==> src/rtl/render_scheduler.sv <==
// render_scheduler: sequences the framebuffer renderer and arbitrates the main-RAM
// read port between the CPU and the renderer, stalling the CPU while a frame renders.
//
// Ports:
//   clk, reset_n     system clock, asynchronous active-low reset
//   vblank           display vblank level (rising edge detected internally)
//   dirty_set        CPU pulse: screen memory changed, a render is needed
//   cpu_ram_busy     CPU RAM access in flight; handoff waits while high
//   cpu_ram_addr     CPU read address
//   rnd_ram_addr     renderer read address
//   rnd_finished     renderer done pulse (only honoured in RUN)
//   ram_read_addr    muxed address to main RAM
//   rnd_start        one-cycle start pulse to renderer
//   cpu_stall        holds the CPU from ARM through DONE
//   render_busy      high in GRANT, RUN and DONE
//   frames_rendered  completed renders (wraps)
//   frames_skipped   vblank edges seen while a render was in progress (wraps)
//   render_timeout   one-cycle pulse on watchdog abort
//
// Build option: define RENDER_WATCHDOG_EN to abort a render that runs for
// TIMEOUT_CYCLES cycles without rnd_finished; otherwise RUN waits forever.
module render_scheduler #(
   parameter int unsigned ADDR_W         = 12,
   parameter int unsigned TIMEOUT_CYCLES = 1024,
   parameter int unsigned CNT_W          = 16
) (
   input  logic              clk,
   input  logic              reset_n,
   input  logic              vblank,
   input  logic              dirty_set,
   input  logic              cpu_ram_busy,
   input  logic [ADDR_W-1:0] cpu_ram_addr,
   input  logic [ADDR_W-1:0] rnd_ram_addr,
   input  logic              rnd_finished,
   output logic [ADDR_W-1:0] ram_read_addr,
   output logic              rnd_start,
   output logic              cpu_stall,
   output logic              render_busy,
   output logic [CNT_W-1:0]  frames_rendered,
   output logic [CNT_W-1:0]  frames_skipped,
   output logic              render_timeout
);

   typedef enum logic [2:0] {
      S_IDLE,
      S_ARM,
      S_GRANT,
      S_RUN,
      S_DONE
   } state_e;

   state_e           state_q, state_d;
   logic             pending_q, pending_d;
   logic             owner_q, owner_d;
   logic             vblank_q;
   logic [CNT_W-1:0] rendered_q, rendered_d;
   logic [CNT_W-1:0] skipped_q, skipped_d;
   logic             vb_rise;
   logic             timeout;

   // A watchdog shorter than two cycles could never see the RUN state.
   if (TIMEOUT_CYCLES < 2) begin : g_timeout_chk
      $error("TIMEOUT_CYCLES must be at least 2");
   end

   assign vb_rise = vblank & ~vblank_q;

`ifdef RENDER_WATCHDOG_EN
   localparam int unsigned WD_W = $clog2(TIMEOUT_CYCLES) + 1;

   logic [WD_W-1:0] wd_q, wd_d;

   // Cleared in GRANT so the first RUN cycle counts as zero; the abort
   // therefore fires TIMEOUT_CYCLES cycles after GRANT.
   always_comb begin
      wd_d = wd_q;
      if (state_q == S_GRANT) begin
         wd_d = '0;
      end else if (state_q == S_RUN) begin
         wd_d = wd_q + 1'b1;
      end
   end

   always_ff @(posedge clk or negedge reset_n) begin
      if (!reset_n) begin
         wd_q <= '0;
      end else begin
         wd_q <= wd_d;
      end
   end

   assign timeout = (state_q == S_RUN) && !rnd_finished &&
                    (wd_q == WD_W'(TIMEOUT_CYCLES - 1));
`else
   assign timeout = 1'b0;
`endif

   always_comb begin
      state_d    = state_q;
      pending_d  = pending_q | dirty_set;
      owner_d    = owner_q;
      rendered_d = rendered_q;
      skipped_d  = skipped_q;

      // Edges that arrive while a render is in flight are only counted.
      if (vb_rise && (state_q != S_IDLE)) begin
         skipped_d = skipped_q + 1'b1;
      end

      unique case (state_q)
         S_IDLE: begin
            if (vb_rise && pending_q) begin
               state_d = S_ARM;
            end
         end
         S_ARM: begin
            if (!cpu_ram_busy) begin
               state_d = S_GRANT;
               owner_d = 1'b1;
            end
         end
         S_GRANT: begin
            state_d = S_RUN;
         end
         S_RUN: begin
            if (rnd_finished) begin
               state_d = S_DONE;
               owner_d = 1'b0;
            end else if (timeout) begin
               // Abort keeps pending so the frame is retried next vblank.
               state_d = S_IDLE;
               owner_d = 1'b0;
            end
         end
         S_DONE: begin
            state_d    = S_IDLE;
            rendered_d = rendered_q + 1'b1;
            pending_d  = dirty_set;
         end
         default: begin
            state_d = S_IDLE;
            owner_d = 1'b0;
         end
      endcase
   end

   always_ff @(posedge clk or negedge reset_n) begin
      if (!reset_n) begin
         state_q    <= S_IDLE;
         pending_q  <= 1'b0;
         owner_q    <= 1'b0;
         vblank_q   <= 1'b0;
         rendered_q <= '0;
         skipped_q  <= '0;
      end else begin
         state_q    <= state_d;
         pending_q  <= pending_d;
         owner_q    <= owner_d;
         vblank_q   <= vblank;
         rendered_q <= rendered_d;
         skipped_q  <= skipped_d;
      end
   end

   assign ram_read_addr   = owner_q ? rnd_ram_addr : cpu_ram_addr;
   assign rnd_start       = (state_q == S_GRANT);
   assign cpu_stall       = (state_q != S_IDLE);
   assign render_busy     = (state_q == S_GRANT) ||
                            (state_q == S_RUN) ||
                            (state_q == S_DONE);
   assign frames_rendered = rendered_q;
   assign frames_skipped  = skipped_q;
   assign render_timeout  = timeout;

endmodule

==> config.mk <==
export PLATFORM = sky130hd
export DESIGN_NAME = render_scheduler
export DESIGN_NICKNAME = d
export VERILOG_FILES = /design/src/rtl/render_scheduler.sv
export SDC_FILE = /design/constraint.sdc
export NUM_CORES = 1
export LEC_CHECK = 0
export ABC_CLOCK_PERIOD_IN_PS = 1400
export CORE_ASPECT_RATIO = 0.6
export CORE_MARGIN = 4
export CORE_UTILIZATION = 39
export CTS_CLUSTER_DIAMETER = 80
export CTS_CLUSTER_SIZE = 25
export DETAILED_ROUTE_END_ITERATION = 16
export GPL_TIMING_DRIVEN = 0
export PLACE_DENSITY = 0.77
export SLEW_MARGIN = 20
export SYNTH_ARGS = -nofsm -noshare
export SYNTH_HDL_FRONTEND = slang
export SYNTH_SLANG_ARGS = --single-unit
==> constraint.sdc <==
create_clock -name clk -period 1.4 [get_ports clk]
set_input_delay 0.14 -clock clk [delete_from_list [all_inputs] [get_ports clk]]
set_output_delay 0.14 -clock clk [all_outputs]
set_load 0.005 [all_outputs]
==> reports/metrics.csv <==
stage;metric;value;unit
clocking;cts_buffers;5;
global_routing;overflow;0;
clocking;cts_sinks;38;
setup_path;r2r-start;state_q[2]$_DFFE_PN0P_;
route;drtAntennaViolNets;0;
floorplanning;core_area;4640;µm²
route;vias_per_cell;4.91;
setup_path;path_max_fanout;8;
run_status;violations;setup timing;
route;drt-initial-drc-count;77;
run_status;status;complete, but fails checks;
clocking;clockBufferDepth;2;
placement;io_buffer_count;76;
clocking;clkSlewWorstSetupHoldPaths;0.08;ns
placement;place_congestion;0.770;
power;leakagePower;0.00160;µW
logic_synthesis;synth.distinct_cells;35;
sta;skew;0.0104;ns
floorplanning;die_w;97.9;µm
logic_synthesis;synth-async-reset-ratio;100;%
layout;antenna_cells;0;
route;avgRoutedWirePerCell;16.0;µm
global_routing;grt_usage;18.3;%
route;dr.pass1.iters;4;
setup_path;worst_r2r_path_depth;6;
clocking;cts-root-buf;clkbuf_8;
sta;final_max_slew_viol_count;0;
sta;layout_min_cycle_time;1.59;ns
logic_synthesis;synth-seq-area-share;50.3;%
logic_synthesis;synth_edf_count;0;
layout;multiInputGateArea;1040;µm²
sta;max_clock_freq;0.631;GHz
placement;hpwl;3600;µm
power;p_per_area;1370;nW/µm²
sta;whs;0.344;ns
floorplanning;ios;78;
sta;grt_setup_unrepaired;yes;
layout;syn2layout_area_growth;85.4;%
power;power.ir.vdd_worst;0.825;mV
floorplanning;std_cell_rows;19;
global_routing;grt_pass1_wl;8600;µm
logic_synthesis;synth_area;1890;µm²
logic_synthesis;synth_area_per_cell;11.3;µm²
layout;regArea;965;µm²
sta;fin_crit_sh;113;%
floorplanning;start_util;40.8;%
route;vias;1808;
setup_path;critPathKind;reg2reg;
setup_path;cp_data_required_time;1.58;ns
sta;fin_ws;-0.185;ns
logic_synthesis;ys_ff_latch;38;
setup_path;rrSetupSlack;-0.19;ns
layout;drive_above_1_share;42.6;%
floorplanning;die_height;61.9;µm
job;cap_violations;0;
route;drc;0;
worst_hold_path;min_path_type;in2async;
sta;finalHoldViolations;0;
setup_path;start_kind;flip-flop;
logic_synthesis;ys_warn_count;0;
setup_path;arrival;1.76;ns
clocking;cts_tree;yes;
layout;fin_util;75.6;%
global_routing;grt_pass1_vias;1673;
logic_synthesis;syn_inst;167;
global_routing;grt_max_degree;21;
floorplanning;die-area;6060;µm²
setup_path;r2r_end;frames_rendered[11]$_DFFE_PN0P_;
clocking;clk_latency;0.29;ns
logic_synthesis;synthFlopType;dfrtp_1;
route;wl;5900;µm
setup_path;end_kind;flip-flop;
global_routing;antenna_found_initial;0;
layout;nFillCells;302;
sta;setup_viol;38;
layout;nets;337;
clocking;cts.htree.levels;2;
logic_synthesis;syn-num-nets;199;
[per-stage QoR]
stage	cells	total power [µW]	area (µm²)	setup slack, ns	TNS [ns]
after global placement	306	2880	2740	-0.728	-36.65
after detailed placement	307	2930	2760	-0.462	-9.55
after global routing	368	5070	3510	-0.249	-5.75
final	368	4800	3510	-0.185	-3.12
after floorplan	167	2140	1900	-0.0367	-0.130
after CTS	343	4460	3250	-0.226	-4.05
[Yosys cell counts (2+ instances only)]
master     n  share of area, %
nor2_1     4              0.79
o21ai_0    3              0.79
nor3b_2    2               1.3
mux2_2    12               7.1
buf_4      2              0.79
a21oi_1    2              0.53
buf_2      2              0.53
nand4_1   11               3.6
ha_1       2               1.3
buf_6      2               1.2
xor2_1     5               2.3
nand2_1   17               3.4
nand3_1   10               2.6
nor4_2     2               1.3
xnor2_1   25                12
nand2b_1   2              0.66
dfrtp_1   38                50
inv_1      4              0.79
and4_1     2              0.93
nor3_1     3              0.79
and3_1     3              0.99
[layer usage]
| metal | global-route usage, % | up-vias | share of wire, % |
|---|---|---|---|
| li1 | - | 857 | - |
| met1 | 24.8 | 877 | 46 |
| met2 | 30.1 | 68 | 47 |
| met3 | 4.91 | 6 | 6.3 |
| met4 | 4.73 | 0 | 0.83 |
| met5 | 0 | - | 0 |
[worst max-delay path: stages (launching register included)]
cell and delay [ns]:
dfrtp_1 0.34, buf_6 0.13, or3b_4 0.42, buf_12 0.15, nor2_4 0.19, nand3_2 0.11, xnor2_1 0.15
[sequential cells by signal (all words and copies together) (netlist names)]
name	flops
pending_q	1
frames_skipped	16
state_q	3
frames_rendered	16
owner_q	1
vblank_q	1
[logic make-up (layout without fill, tap and decap cells)]
| logic type | Yosys count | after routing | synth area share, % |
|---|---|---|---|
| flops | 38 | 38 | 50.3 |
| other cells | 1 | 1 | 0.198 |
| simple gates | 62 | 62 | 19.7 |
| compound gates | 10 | 10 | 3.38 |
| buf+inv | 11 | 149 | 3.51 |
| xor+xnor | 30 | 30 | 13.9 |
| fa+ha+maj | 2 | 2 | 1.32 |
| mux | 13 | 13 | 7.74 |
[final cells by class]
cell class	instances	share of cell area, %
plain buffers	4	1.18
well taps	63	2.25
multi-input cells	118	29.7
repair buffers	134	36.7
inverters	4	0.500
clock buffers	7	2.18
flip-flops and latches	38	27.5
[what timing repair did]
item | 4_1_cts | 5_1_grt
hold buffers | 1 | 0
buffers inserted | 27 | 28
endpoints found under the setup margin | 48 | 69
resized for setup | 118 | 28
pin swaps | 20 | 29
hold endpoints to repair | 18 | 0
gates cloned | 1 | 0
[placed cells by master (no fill, tap or decap), drive strengths merged, types with 8 or more instances in the layout]
master and n:
buf 76, clkdlybuf4s50 56, dfrtp 38, xnor2 25, nand2 17, mux2 13
nand4 11, nand3 10, clkbuf 8
[power breakdown]
part           leakage, µW  total, µW  internal, µW  switching, µW
logic              0.00108       2630          1650            980
registers         0.000489       1470          1280            193
clock network    0.0000383        704           343            361
[worst max path at each step]
stage	startpoint	end	slack, ns
after detailed placement	owner_q$_DFFE_PN0P_	ram_read_addr[3]	-0.46
after CTS	state_q[0]$_DFFE_PN0P_	frames_rendered[13]$_DFFE_PN0P_	-0.23
after floorplan	state_q[0]$_DFFE_PN0P_	frames_rendered[11]$_DFFE_PN0P_	-0.04
after global routing	state_q[2]$_DFFE_PN0P_	frames_rendered[11]$_DFFE_PN0P_	-0.25
final	state_q[2]$_DFFE_PN0P_	frames_rendered[11]$_DFFE_PN0P_	-0.19
after global placement	reset_n	frames_skipped[1]$_DFFE_PN0P_	-0.73
Power figures use the tool's default switching activity.
